File: src/rtl/puf_pkg.sv
// Shared types and default sizing for the PUF response collector and its bench.
package puf_pkg;

    typedef enum logic [1:0] {
        IDLE   = 2'd0,
        EVAL   = 2'd1,
        DECIDE = 2'd2,
        OUT    = 2'd3
    } puf_state_e;

    localparam int N_EVAL_DEF = 16;
    localparam int WORD_W_DEF = 32;

endpackage

File: src/rtl/puf_majority_voter.sv
// Counts accepted samples and ones for one challenge; vote/unstable are valid once done has fired.
// Latency: done is combinational on the N_EVAL-th accepted sample; no backpressure (parent gates sample_en).
module puf_majority_voter
    import puf_pkg::*;
#(
    parameter  int N_EVAL = N_EVAL_DEF,
    localparam int CNT_W  = $clog2(N_EVAL + 1)
) (
    input  logic clk,
    input  logic rst_n,
    input  logic clr,
    input  logic sample_en,
    input  logic sample,
    output logic vote,
    output logic unstable,
    output logic done
);

    logic [CNT_W-1:0] ones_cnt_q, ones_cnt_d;
    logic [CNT_W-1:0] eval_cnt_q, eval_cnt_d;
    logic [CNT_W:0]   ones_x2;

    always_comb begin
        ones_cnt_d = ones_cnt_q;
        eval_cnt_d = eval_cnt_q;
        if (clr) begin
            ones_cnt_d = '0;
            eval_cnt_d = '0;
        end else if (sample_en) begin
            ones_cnt_d = ones_cnt_q + CNT_W'(sample);
            eval_cnt_d = eval_cnt_q + CNT_W'(1);
        end
    end

    always_ff @(posedge clk) begin
        if (!rst_n) begin
            ones_cnt_q <= '0;
            eval_cnt_q <= '0;
        end else begin
            ones_cnt_q <= ones_cnt_d;
            eval_cnt_q <= eval_cnt_d;
        end
    end

    // Strict majority: a tie at N_EVAL/2 resolves to 0.
    assign ones_x2  = {ones_cnt_q, 1'b0};
    assign vote     = ones_x2 > (CNT_W + 1)'(N_EVAL);
    assign unstable = (ones_cnt_q != '0) && (ones_cnt_q != CNT_W'(N_EVAL));
    assign done     = sample_en && (eval_cnt_q == CNT_W'(N_EVAL - 1));

endmodule

File: src/rtl/puf_response_collector.sv
// Collects WORD_W majority-voted PUF bits (one challenge each) into a word with an unstable-bit count.
// Latency: WORD_W*(N_EVAL+2) cycles minimum; word held in OUT until word_valid && word_ready.
module puf_response_collector
    import puf_pkg::*;
#(
    parameter  int N_EVAL = N_EVAL_DEF,
    parameter  int WORD_W = WORD_W_DEF,
    localparam int CNT_W  = $clog2(N_EVAL + 1),
    localparam int IDX_W  = $clog2(WORD_W)
) (
    input  logic              clk,
    input  logic              rst_n,
    input  logic              start,
    input  logic              xor_response,
    input  logic              resp_valid,
    output logic              next_chal,
    output logic              busy,
    output logic [WORD_W-1:0] word_out,
    output logic [IDX_W:0]    unstable_cnt,
    output logic              word_valid,
    input  logic              word_ready
);

    puf_state_e        state_q, state_d;
    logic              next_chal_q, next_chal_d;
    logic              word_valid_q, word_valid_d;
    logic [WORD_W-1:0] word_out_q, word_out_d;
    logic [IDX_W:0]    unstable_cnt_q, unstable_cnt_d;
    logic [IDX_W:0]    unst_acc_q, unst_acc_d;
    logic [IDX_W-1:0]  bit_idx_q, bit_idx_d;
    logic [IDX_W:0]    acc_next;
    logic              voter_clr, sample_en, vote, unstable, done;

    // The next_chal cycle is the challenge settle window, so its sample is dropped.
    assign sample_en = (state_q == EVAL) && resp_valid && !next_chal_q;

    puf_majority_voter #(.N_EVAL(N_EVAL)) u_voter (
        .clk       (clk),
        .rst_n     (rst_n),
        .clr       (voter_clr),
        .sample_en (sample_en),
        .sample    (xor_response),
        .vote      (vote),
        .unstable  (unstable),
        .done      (done)
    );

    always_comb begin
        state_d        = state_q;
        next_chal_d    = 1'b0;
        word_valid_d   = word_valid_q;
        word_out_d     = word_out_q;
        unstable_cnt_d = unstable_cnt_q;
        unst_acc_d     = unst_acc_q;
        bit_idx_d      = bit_idx_q;
        voter_clr      = 1'b0;
        acc_next       = unst_acc_q + (IDX_W + 1)'(unstable);
        case (state_q)
            IDLE: begin
                if (start) begin
                    state_d     = EVAL;
                    next_chal_d = 1'b1;
                    bit_idx_d   = '0;
                    unst_acc_d  = '0;
                    voter_clr   = 1'b1;
                end
            end
            EVAL: begin
                if (done) begin
                    state_d = DECIDE;
                end
            end
            DECIDE: begin
                word_out_d[bit_idx_q] = vote;
                unst_acc_d            = acc_next;
                if (bit_idx_q == IDX_W'(WORD_W - 1)) begin
                    unstable_cnt_d = acc_next;
                    word_valid_d   = 1'b1;
                    state_d        = OUT;
                end else begin
                    bit_idx_d   = bit_idx_q + IDX_W'(1);
                    voter_clr   = 1'b1;
                    next_chal_d = 1'b1;
                    state_d     = EVAL;
                end
            end
            OUT: begin
                if (word_ready) begin
                    word_valid_d = 1'b0;
                    state_d      = IDLE;
                end
            end
            default: state_d = IDLE;
        endcase
    end

    always_ff @(posedge clk) begin
        if (!rst_n) begin
            state_q        <= IDLE;
            next_chal_q    <= 1'b0;
            word_valid_q   <= 1'b0;
            word_out_q     <= '0;
            unstable_cnt_q <= '0;
            unst_acc_q     <= '0;
            bit_idx_q      <= '0;
        end else begin
            state_q        <= state_d;
            next_chal_q    <= next_chal_d;
            word_valid_q   <= word_valid_d;
            word_out_q     <= word_out_d;
            unstable_cnt_q <= unstable_cnt_d;
            unst_acc_q     <= unst_acc_d;
            bit_idx_q      <= bit_idx_d;
        end
    end

    assign next_chal    = next_chal_q;
    assign busy         = (state_q != IDLE);
    assign word_out     = word_out_q;
    assign unstable_cnt = unstable_cnt_q;
    assign word_valid   = word_valid_q;

endmodule

File: config.mk
export PLATFORM = sky130hd
export DESIGN_NAME = puf_response_collector
export DESIGN_NICKNAME = d
export VERILOG_FILES = /design/src/rtl/puf_pkg.sv /design/src/rtl/puf_majority_voter.sv /design/src/rtl/puf_response_collector.sv
export SDC_FILE = /design/constraint.sdc
export NUM_CORES = 1
export LEC_CHECK = 0
export ABC_AREA = 1
export ABC_CLOCK_PERIOD_IN_PS = 2100
export CORE_MARGIN = 1
export CORE_UTILIZATION = 52
export CTS_CLUSTER_DIAMETER = 60
export CTS_CLUSTER_SIZE = 8
export DETAILED_ROUTE_END_ITERATION = 12
export GPL_TIMING_DRIVEN = 0
export PLACE_DENSITY = 0.79
export SLEW_MARGIN = 20
export SYNTH_ARGS = -nofsm -noshare
export SYNTH_HDL_FRONTEND = slang
export SYNTH_SLANG_ARGS = --single-unit
File: constraint.sdc
create_clock -name clk -period 2.1 [get_ports clk]
set_input_delay 0.315 -clock clk [delete_from_list [all_inputs] [get_ports clk]]
set_output_delay 0.315 -clock clk [all_outputs]
set_load 0.05 [all_outputs]
Word-level counts from Yosys, hierarchy flattened
Index checks and enable logic that the tools add are counted.
{"block": "word_totals", "elab_cells": 64, "register_bits": 63, "input_bits": 6}
{"block": "op_classes", "eq_ne": 11, "n_addsub": 4, "n_bitwise": 1, "mux": 19, "n_reduce_logical": 17, "n_lt_le_gt_ge": 3}
{"operator": "$bwmux 32", "n": 1}
{"operator": "$pmux 6 s2", "n": 1}
{"operator": "$add 5x1->5 const B", "n": 2}
{"operator": "$mux 5", "n": 2}
{"operator": "$ne 2x2->1 const B", "n": 5}
{"operator": "$pmux 5 s2", "n": 1}
{"operator": "$reduce_and 3->1", "n": 3}
{"operator": "$mux 2", "n": 4}
{"operator": "$pmux 2 s4", "n": 1}
{"operator": "$add 6x1->6", "n": 1}
{"operator": "$gt 6x5->1 const B", "n": 1}
{"operator": "$lt 5x6->1 const B", "n": 1}
{"operator": "$mux 6", "n": 1}
{"operator": "$reduce_bool 2->1", "n": 3}
{"operator": "$add 5x1->5", "n": 1}
{"operator": "$demux 1 s5", "n": 1}
{"operator": "$eq 5x4->1 const B", "n": 1}
{"operator": "$eq 5x5->1 const B", "n": 1}
{"operator": "$ge 5x1->1 const B", "n": 1}
{"operator": "$logic_and 1x1->1", "n": 5}
{"operator": "$mux 1", "n": 5}
{"operator": "$ne 5x5->1 const B", "n": 1}
{"operator": "$reduce_bool 5->1", "n": 1}
{"operator": "$eq 2x2->1 const B", "n": 2}
{"operator": "other kinds (7)", "n": 9}

Longest topological paths before layout
Gate-level depths: netlist of the first run.
{"block": "logic_depth", "depth_word": 6, "mapped_depth": 9, "ltp_nobuf": 9}

Cells and area by module
Synthesis of the first run repeated with hierarchy kept, for this count alone.
{"block": "hier_totals", "hier_cells": 399, "area_unflattened_um2": 2952.8}
{"mod": "puf_response_collector", "seq_area_each_um2": 1061.0, "cells_per_inst": 331, "area_per_inst_um2": 2456.1, "n_inst": 1}
{"mod": "puf_majority_voter", "seq_area_each_um2": 200.2, "cells_per_inst": 68, "area_per_inst_um2": 496.7, "n_inst": 1}

Worst setup path before layout of the first run
Ideal clock, no wire load.
{"block": "synth_timing", "kind": "reg2reg", "from": "reg u_voter.ones_cnt_q[0]", "to": "reg unst_acc_q[4]", "path_stages_with_launch": 9, "arrival_ps": 1410, "required_time_ps": 2030, "path_slack_ps": 620, "path_cell_list": "dfxtp_1 > nor3_1 > nand2_1 > ha_1 > ha_1 > nand3_1 > xor2_1 > nand2_1 > a21oi_1"}
{"block": "synth_via", "elab_chain_cells": 4, "word_cells_on_any_way": 5}
{"item": "from (decl)", "line": "puf_majority_voter.sv:19", "source": "logic [CNT_W-1:0] ones_cnt_q, ones_cnt_d;"}
{"item": "from (signal assigned)", "line": "puf_majority_voter.sv:40", "source": "ones_cnt_q <= ones_cnt_d;"}
{"item": "$ne 5x5->1 / $reduce_bool 5->1 (equally long branches)", "line": "puf_majority_voter.sv:48", "source": "assign unstable = (ones_cnt_q != '0) && (ones_cnt_q != CNT_W'(N_EVAL));"}
{"item": "$logic_and 1x1->1 *", "line": "puf_majority_voter.sv:48"}
{"item": "$add 6x1->6 *", "line": "puf_response_collector.sv:57", "source": "acc_next = unst_acc_q + (IDX_W + 1)'(unstable);"}
{"item": "$pmux 6 s2 *", "line": "puf_response_collector.sv:58", "source": "case (state_q)"}
{"item": "to (signal assigned)", "line": "puf_response_collector.sv:112", "source": "unst_acc_q <= unst_acc_d;"}
{"item": "to (decl)", "line": "puf_response_collector.sv:29", "source": "logic [IDX_W:0] unst_acc_q, unst_acc_d;"}
Every way passes the cells marked *; elsewhere a longest branch is shown, timed or not.
A chain may end at the register's enable or synchronous reset.

Final worst setup path of the first run
{"block": "layout_timing", "from": "reg state_q[1]", "to": "out busy"}
{"block": "layout_via", "elab_chain_cells": 1}
{"item": "from (decl)", "line": "puf_response_collector.sv:24", "source": "puf_state_e state_q, state_d;"}
{"item": "from (signal assigned)", "line": "puf_response_collector.sv:107", "source": "state_q <= state_d;"}
{"item": "$reduce_bool 2->1", "line": "puf_response_collector.sv:118", "source": "assign busy = (state_q != IDLE);"}
{"item": "to (decl)", "line": "puf_response_collector.sv:17", "source": "output logic busy,"}
No other way between the ends.

==> results of run 1 <==
[per-layer routing]
metal / vias up / track usage
li1: 1281 / -
met1: 1135 / 0.294
met2: 63 / 0.407
met3: 10 / 0.0453
met4: 0 / 0.124
met5: - / 0
[power breakdown]
part	switching, mW	leakage (nW)	total (mW)	internal, mW
Clock	0.448	0.0985	1.05	0.605
Combinational	0.106	0.696	0.151	0.0455
Sequential	0.00782	0.508	1.21	1.20
Total	0.561	1.30	2.41	1.85
[final cells by class]
cell class                      instances  area [um^2]  area share
Sequential cell                        63         1260       0.371
Timing Repair Buffer                   46          460       0.136
Tap cell                               67         83.8      0.0247
Multi-Input combinational cell        249         1240       0.366
Buffer                                 10         43.8      0.0129
Clock buffer                           12          155      0.0457
Inverter                               28          105      0.0310
Clock inverter                          3         42.5      0.0125
[kinds of logic (layout without fill, tap and decap cells)]
group           after synthesis  in the layout  share of synthesized area
fa+ha+maj                    11             11                     0.0519
flops                        63             63                      0.475
xor+xnor                      5              5                     0.0165
compound gates               99             99                      0.192
simple gates                134            134                      0.208
buf+inv                      38             99                     0.0561
[stage by stage]
stage / instance area, um^2 / hold WS, ps / total power, mW / utilization / instances
after floorplan: 2650 / 443 / 1.34 / - / 350
after global placement: 3200 / 452 / 1.39 / 0.664 / 463
after detailed placement: 3200 / 461 / 1.39 / 0.664 / 463
after CTS: 3400 / 470 / 2.42 / 0.705 / 478
after global routing: 3400 / 489 / 2.49 / 0.705 / 478
final: 3400 / 468 / 2.41 / 0.705 / 478
[worst reg2reg max path, cell delays in order, from the launching register on]
cell,delay [ps]
dfxtp_1,430
inv_1,170
nor3_1,230
ha_1,220
nor2_1,80
nor2_1,360
inv_2,180
o22ai_1,160
[worst max-delay path by stage]
stage	cells past startpoint	slack, ps	endpoint
final	3	80	busy
after global routing	3	10	busy
after CTS	3	60	busy
after detailed placement	5	150	word_out[30]$_SDFFE_PN0P_
after global placement	5	140	word_out[30]$_SDFFE_PN0P_
after floorplan	8	620	unst_acc_q[4]$_SDFFE_PN0P_
[cell usage after synthesis]
library cell  instances
nor2_1               47
inv_1                23
a31oi_1               1
xor2_1                3
a21oi_1              50
nor3_1                7
o21ai_0              33
xnor2_1               2
nor2_2                3
dfxtp_1              63
o21ai_1               8
clkinv_1              1
o21bai_1              1
and3_1                3
o22ai_1               3
nand3_1              18
clkbuf_1              5
or2_0                 1
buf_2                 5
nand2_1              55
ha_1                 11
inv_2                 4
o21a_1                3
[state kept, by name, indices dropped and copies added, names as in the netlist]
signal / count
word_valid: 1
unst_acc_q: 6
u_voter.ones_cnt_q: 5
state_q: 2
bit_idx_q: 5
u_voter.eval_cnt_q: 5
unstable_cnt: 6
next_chal: 1
word_out: 32
==> flow_summary_export.csv, run 1 <==
group,metric,value,unit
clock_tree,cts_resized,0,
floorplanning,die_h,73.4,um
place,hpwlAfterDp,4170,um
worst_setup_path,slowest_delay,800,ps
place,dpl_worst_slack,145,ps
worst_setup_path,cp_data_required_time,1780,ps
finish,drive_gt1_frac,0.0633,
sta,period_minus_slack,2020,ps
drt,drt_iter0_markers,134,
worst_setup_path,reg2reg_from,"bit_idx_q[2]$_SDFFE_PN0P_",
worst_setup_path,cp.buffers_inverters,2,
worst_setup_path,criticalPathCategory,"reg2out",
yosys,synth_cells,350,
drt,routed.top_layer,"met4",
worst_setup_path,start_kind,"register",
floorplanning,initial_utilization,0.551,
drt,met3_length,303,um
worst_setup_path,path_max_fanout,4,
yosys,synth_top_area_cell,"dfxtp_1",
drt,firstDrtPassIters,5,
floorplanning,die_w,73.4,um
sta,slew_headroom,0.612,
drt,vias,2489,
clock_tree,clk_latency,340,ps
sta,fmax,0.495,GHz
finish,n_antenna_cell,0,
finish,most-common-layout-cells,"dfxtp_1, nand2_1, a21oi_1, nor2_1, clkdlybuf4s50_1",
power_and_ir_drop,p_per_area,711,nW/um^2
yosys,yosysTopAreaCellShare,0.475,
yosys,ys_top_cells_by_area,"dfxtp_1, a21oi_1, nand2_1, nor2_1, o21ai_0",
job,drv_cap,0,
drt,met2_length,2850,um
sta,setup_viol,0,
global_route,antenna_found_initial,0,
sta,tns,0,ps
sta,rsz0062_at_grt,"false",
clock_tree,clk_pin_slew,60,ps
finish,syn2layout_area_growth,28.0,%
yosys,synth.cell_area,2650,um^2
clock_tree,cts_made_buffers,9,
worst_hold_path,hp-class,"reg2reg",
drt,route.detailed.drc,0,
yosys,avgSynthCellArea,7.58,um^2
drt,ant_nets,0,
worst_setup_path,path_delay_family,"buffers and inverters",
sta,worst_slew_pin_slew,582,ps
worst_setup_path,cp-end-kind,"primary output",
drt,wl,5930,um
place,portBuffers,46,
global_route,track_usage,0.242,
worst_setup_path,cp_slowest_cell,"clkdlybuf4s50_1",
floorplanning,boundaryPins,47,
sta,period_share,0.963,
finish,final_nets,424,
drt,met1_length,2680,um
place,gp_congestion,0.843,
global_route,grt_pass1_wl,9930,um
worst_setup_path,path_cells,"inv_2 -> nand2_1 -> clkdlybuf4s50_1",
floorplanning,die-area,5390,um^2
worst_hold_path,whs_endpoint,"unstable_cnt[1]$_SDFFE_PN0P_",
global_route,grt_pass1_vias,2265,
floorplanning,core-area,4820,um^2
drt,via_per_inst,5.21,
drt,wl_per_cell,12.4,um
power_and_ir_drop,ir_drop,0.577,mV
floorplanning,row_count,25,
worst_setup_path,rr_worst_depth,7,
worst_hold_path,worst_hold_path.num_cells,2,
clock_tree,htreeDepth,3,
worst_setup_path,r2r_slack,200,ps
global_route,grt_max_degree,11,
yosys,yosys_warnings,0,
finish,fillers,419,
clock_tree,cts_tree,"built",
worst_hold_path,min_from,"unstable_cnt[1]$_SDFFE_PN0P_",
yosys,synth_cell_types,23,
finish,layout.cells.most_common,"dfxtp_1",
worst_setup_path,startpoint,"state_q[1]$_SDFFE_PN0P_",
clock_tree,cts-root-buf,"clkbuf_8",
worst_setup_path,arrival,1710,ps
clock_tree,cts.sinks,63,
yosys,yosysSeqAreaShare,0.475,
yosys,ys_ff_latch,63,
clock_tree,clockBufferDepth,2,
sta,slew_viol_final,0,
sta,finClkSkew,5.83,ps
global_route,grt_remaining_overflow,0,
clock_tree,hold_buffers,0,
yosys,syn_nets,367,
power_and_ir_drop,power_leakage,1.30,nW
sta,finalHoldViolCount,0,
status,run_status,"finished clean",
worst_setup_path,timing.rr.end,"bit_idx_q[4]$_SDFFE_PN0P_",
clock_tree,cts_setup_buffers,0,
sta,setup_ws,78.5,ps
(Power assumes the default switching activity.)
==> run 2, diff against run 1 <==
--- a/config.mk
+++ b/config.mk
@@ -9,10 +9,11 @@
 export ABC_CLOCK_PERIOD_IN_PS = 2100
 export CORE_MARGIN = 1
 export CORE_UTILIZATION = 52
-export CTS_CLUSTER_DIAMETER = 60
+export CTS_CLUSTER_DIAMETER = 80
 export CTS_CLUSTER_SIZE = 8
 export DETAILED_ROUTE_END_ITERATION = 12
 export GPL_TIMING_DRIVEN = 0
+export MAX_ROUTING_LAYER = met4
 export PLACE_DENSITY = 0.79
 export SLEW_MARGIN = 20
 export SYNTH_ARGS = -nofsm -noshare
==> flow_summary_export.csv, run 2 (same netlist as run 1, synthesis figures left out) <==
group,metric,value,unit
status,run_status,"finished clean",
finish,postLayoutCellArea,3400,um^2
finish,drive_gt1_frac,0.0633,
global_route,grt_pass1_vias,2265,
drt,route.detailed.drc,0,
worst_setup_path,criticalPathCategory,"reg2out",
clock_tree,cts_setup_buffers,0,
floorplanning,boundaryPins,47,
worst_setup_path,cp_data_required_time,1780,ps
power_and_ir_drop,combPwrFrac,0.063,
clock_tree,hold_buffers,0,
power_and_ir_drop,swShare,0.231,
sta,rsz0062_at_grt,"false",
power_and_ir_drop,p_sw,0.558,mW
drt,wl_per_cell,12.4,um
finish,n_antenna_cell,0,
clock_tree,clk_pin_slew,60,ps
finish,fin_util,0.705,
global_route,track_usage,0.249,
worst_setup_path,rr_worst_depth,7,
drt,ant_nets,0,
worst_setup_path,path_max_fanout,4,
sta,finClkSkew,4.52,ps
drt,wl,5930,um
global_route,antenna_found_initial,0,
power_and_ir_drop,seq_power_share,0.503,
floorplanning,initial_utilization,0.551,
drt,vias,2500,
power_and_ir_drop,p_int,1.85,mW
job,drv_cap,0,
finish,most-common-layout-cells,"dfxtp_1, nand2_1, a21oi_1, nor2_1, clkdlybuf4s50_1",
power_and_ir_drop,ir_drop,0.577,mV
floorplanning,die_h,73.4,um
power_and_ir_drop,p_per_area,710,nW/um^2
worst_hold_path,hp-class,"reg2reg",
finish,syn2layout_area_growth,28.0,%
global_route,grt_remaining_overflow,0,
sta,worst_slew_pin_slew,574,ps
sta,slew_headroom,0.617,
clock_tree,cts_made_buffers,9,
floorplanning,row_count,25,
global_route,grt_pass1_wl,9940,um
place,place_area,3200,um^2
clock_tree,clk_latency,340,ps
clock_tree,cts_resized,0,
place,gp_congestion,0.856,
finish,fillers,419,
clock_tree,cts.sinks,63,
sta,slew_viol_final,0,
sta,fmax,0.495,GHz
clock_tree,htreeDepth,3,
sta,period_minus_slack,2020,ps
finish,final_nets,424,
floorplanning,die_w,73.4,um
drt,drt_iter0_markers,128,
power_and_ir_drop,p_clk_frac,0.435,
finish,layout.cells.most_common,"dfxtp_1",
worst_setup_path,arrival,1700,ps
worst_setup_path,start_kind,"register",
drt,firstDrtPassIters,4,
clock_tree,clockBufferDepth,2,
finish,largest_register_ffs,32,
clock_tree,cts_tree,"built",
sta,period_share,0.962,
drt,via_per_inst,5.23,
global_route,grt_max_degree,11,
power_and_ir_drop,power_leakage,1.30,nW
sta,tns,0,ps
sta,finalHoldViolCount,0,
floorplanning,core-area,4820,um^2
clock_tree,cts-root-buf,"clkbuf_8",
floorplanning,die-area,5390,um^2
sta,setup_viol,0,
worst_setup_path,cp-end-kind,"primary output",
worst_hold_path,worst_hold_path.num_cells,2,
place,portBuffers,46,
place,hpwlAfterDp,4170,um
-- run 2: worst max-delay path, stage by stage (launching register included) --
cell and delay [ps]:
dfxtp_1 410, inv_2 80, nand2_1 80, clkdlybuf4s50_1 800
-- run 2: final timing paths --
check	start	end	slack, ps
max reg2reg	bit_idx_q[2]$_SDFFE_PN0P_	bit_idx_q[4]$_SDFFE_PN0P_	200
min reg2reg	unstable_cnt[1]$_SDFFE_PN0P_	unstable_cnt[1]$_SDFFE_PN0P_	470
min	unstable_cnt[1]$_SDFFE_PN0P_	unstable_cnt[1]$_SDFFE_PN0P_	470
max	state_q[1]$_SDFFE_PN0P_	busy	80
-- run 2: power by group through the flow --
| stage | Combinational, mW | Clock (mW) | Sequential [mW] |
|---|---|---|---|
| after global routing | 0.167 | 1.11 | 1.21 |
| final | 0.151 | 1.05 | 1.21 |
| after detailed placement | 0.151 | 0 | 1.24 |
| after floorplan | 0.0915 | 0 | 1.25 |
| after global placement | 0.149 | 0 | 1.24 |
| after CTS | 0.152 | 1.06 | 1.21 |
-- run 2: layout make-up --
type,count,area [um^2],share of cell area
well taps,67,83.8,0.0247
plain buffers,10,43.8,0.0129
clock inverters,3,42.5,0.0125
repair buffers,46,460,0.136
multi-input cells,249,1240,0.366
flip-flops and latches,63,1260,0.371
inverters,28,105,0.0310
clock buffers,12,155,0.0457
-- run 2: metrics by stage --
stage	setup slack [ps]	instances	hold slack, ps	power, mW
2_1_floorplan	620	350	443	1.34
5_1_grt	12.2	478	489	2.49
6_report	80.7	478	468	2.41
4_1_cts	63.4	478	470	2.42
3_3_place_gp	138	463	452	1.39
3_5_place_dp	145	463	461	1.39
-- run 2: per-layer routing --
metal | wire length (um) | vias up | global-route usage
li1 | - | 1279 | -
met1 | 2700 | 1147 | 0.294
met2 | 2860 | 64 | 0.407
met3 | 271 | 10 | 0.0453
met4 | 97 | 0 | 0.124
met5 | 0 | - | -
==> run 3, diff against run 2 <==
--- a/config.mk
+++ b/config.mk
@@ -10,7 +10,7 @@
 export CORE_MARGIN = 1
 export CORE_UTILIZATION = 52
 export CTS_CLUSTER_DIAMETER = 80
-export CTS_CLUSTER_SIZE = 8
+export CTS_CLUSTER_SIZE = 16
 export DETAILED_ROUTE_END_ITERATION = 12
 export GPL_TIMING_DRIVEN = 0
 export MAX_ROUTING_LAYER = met4
==> constraint.sdc (replaced) <==
create_clock -name clk -period 2.1 [get_ports clk]
set_input_delay 0.21 -clock clk [delete_from_list [all_inputs] [get_ports clk]]
set_output_delay 0.21 -clock clk [all_outputs]
set_load 0.05 [all_outputs]
==> results of run 3 <==
The final DEF is identical to that of run 2. Status: finished clean.
Main changes from that run: setup slack after placement 145 ps -> 198 ps; setup slack after layout 80.7 ps -> 186 ps
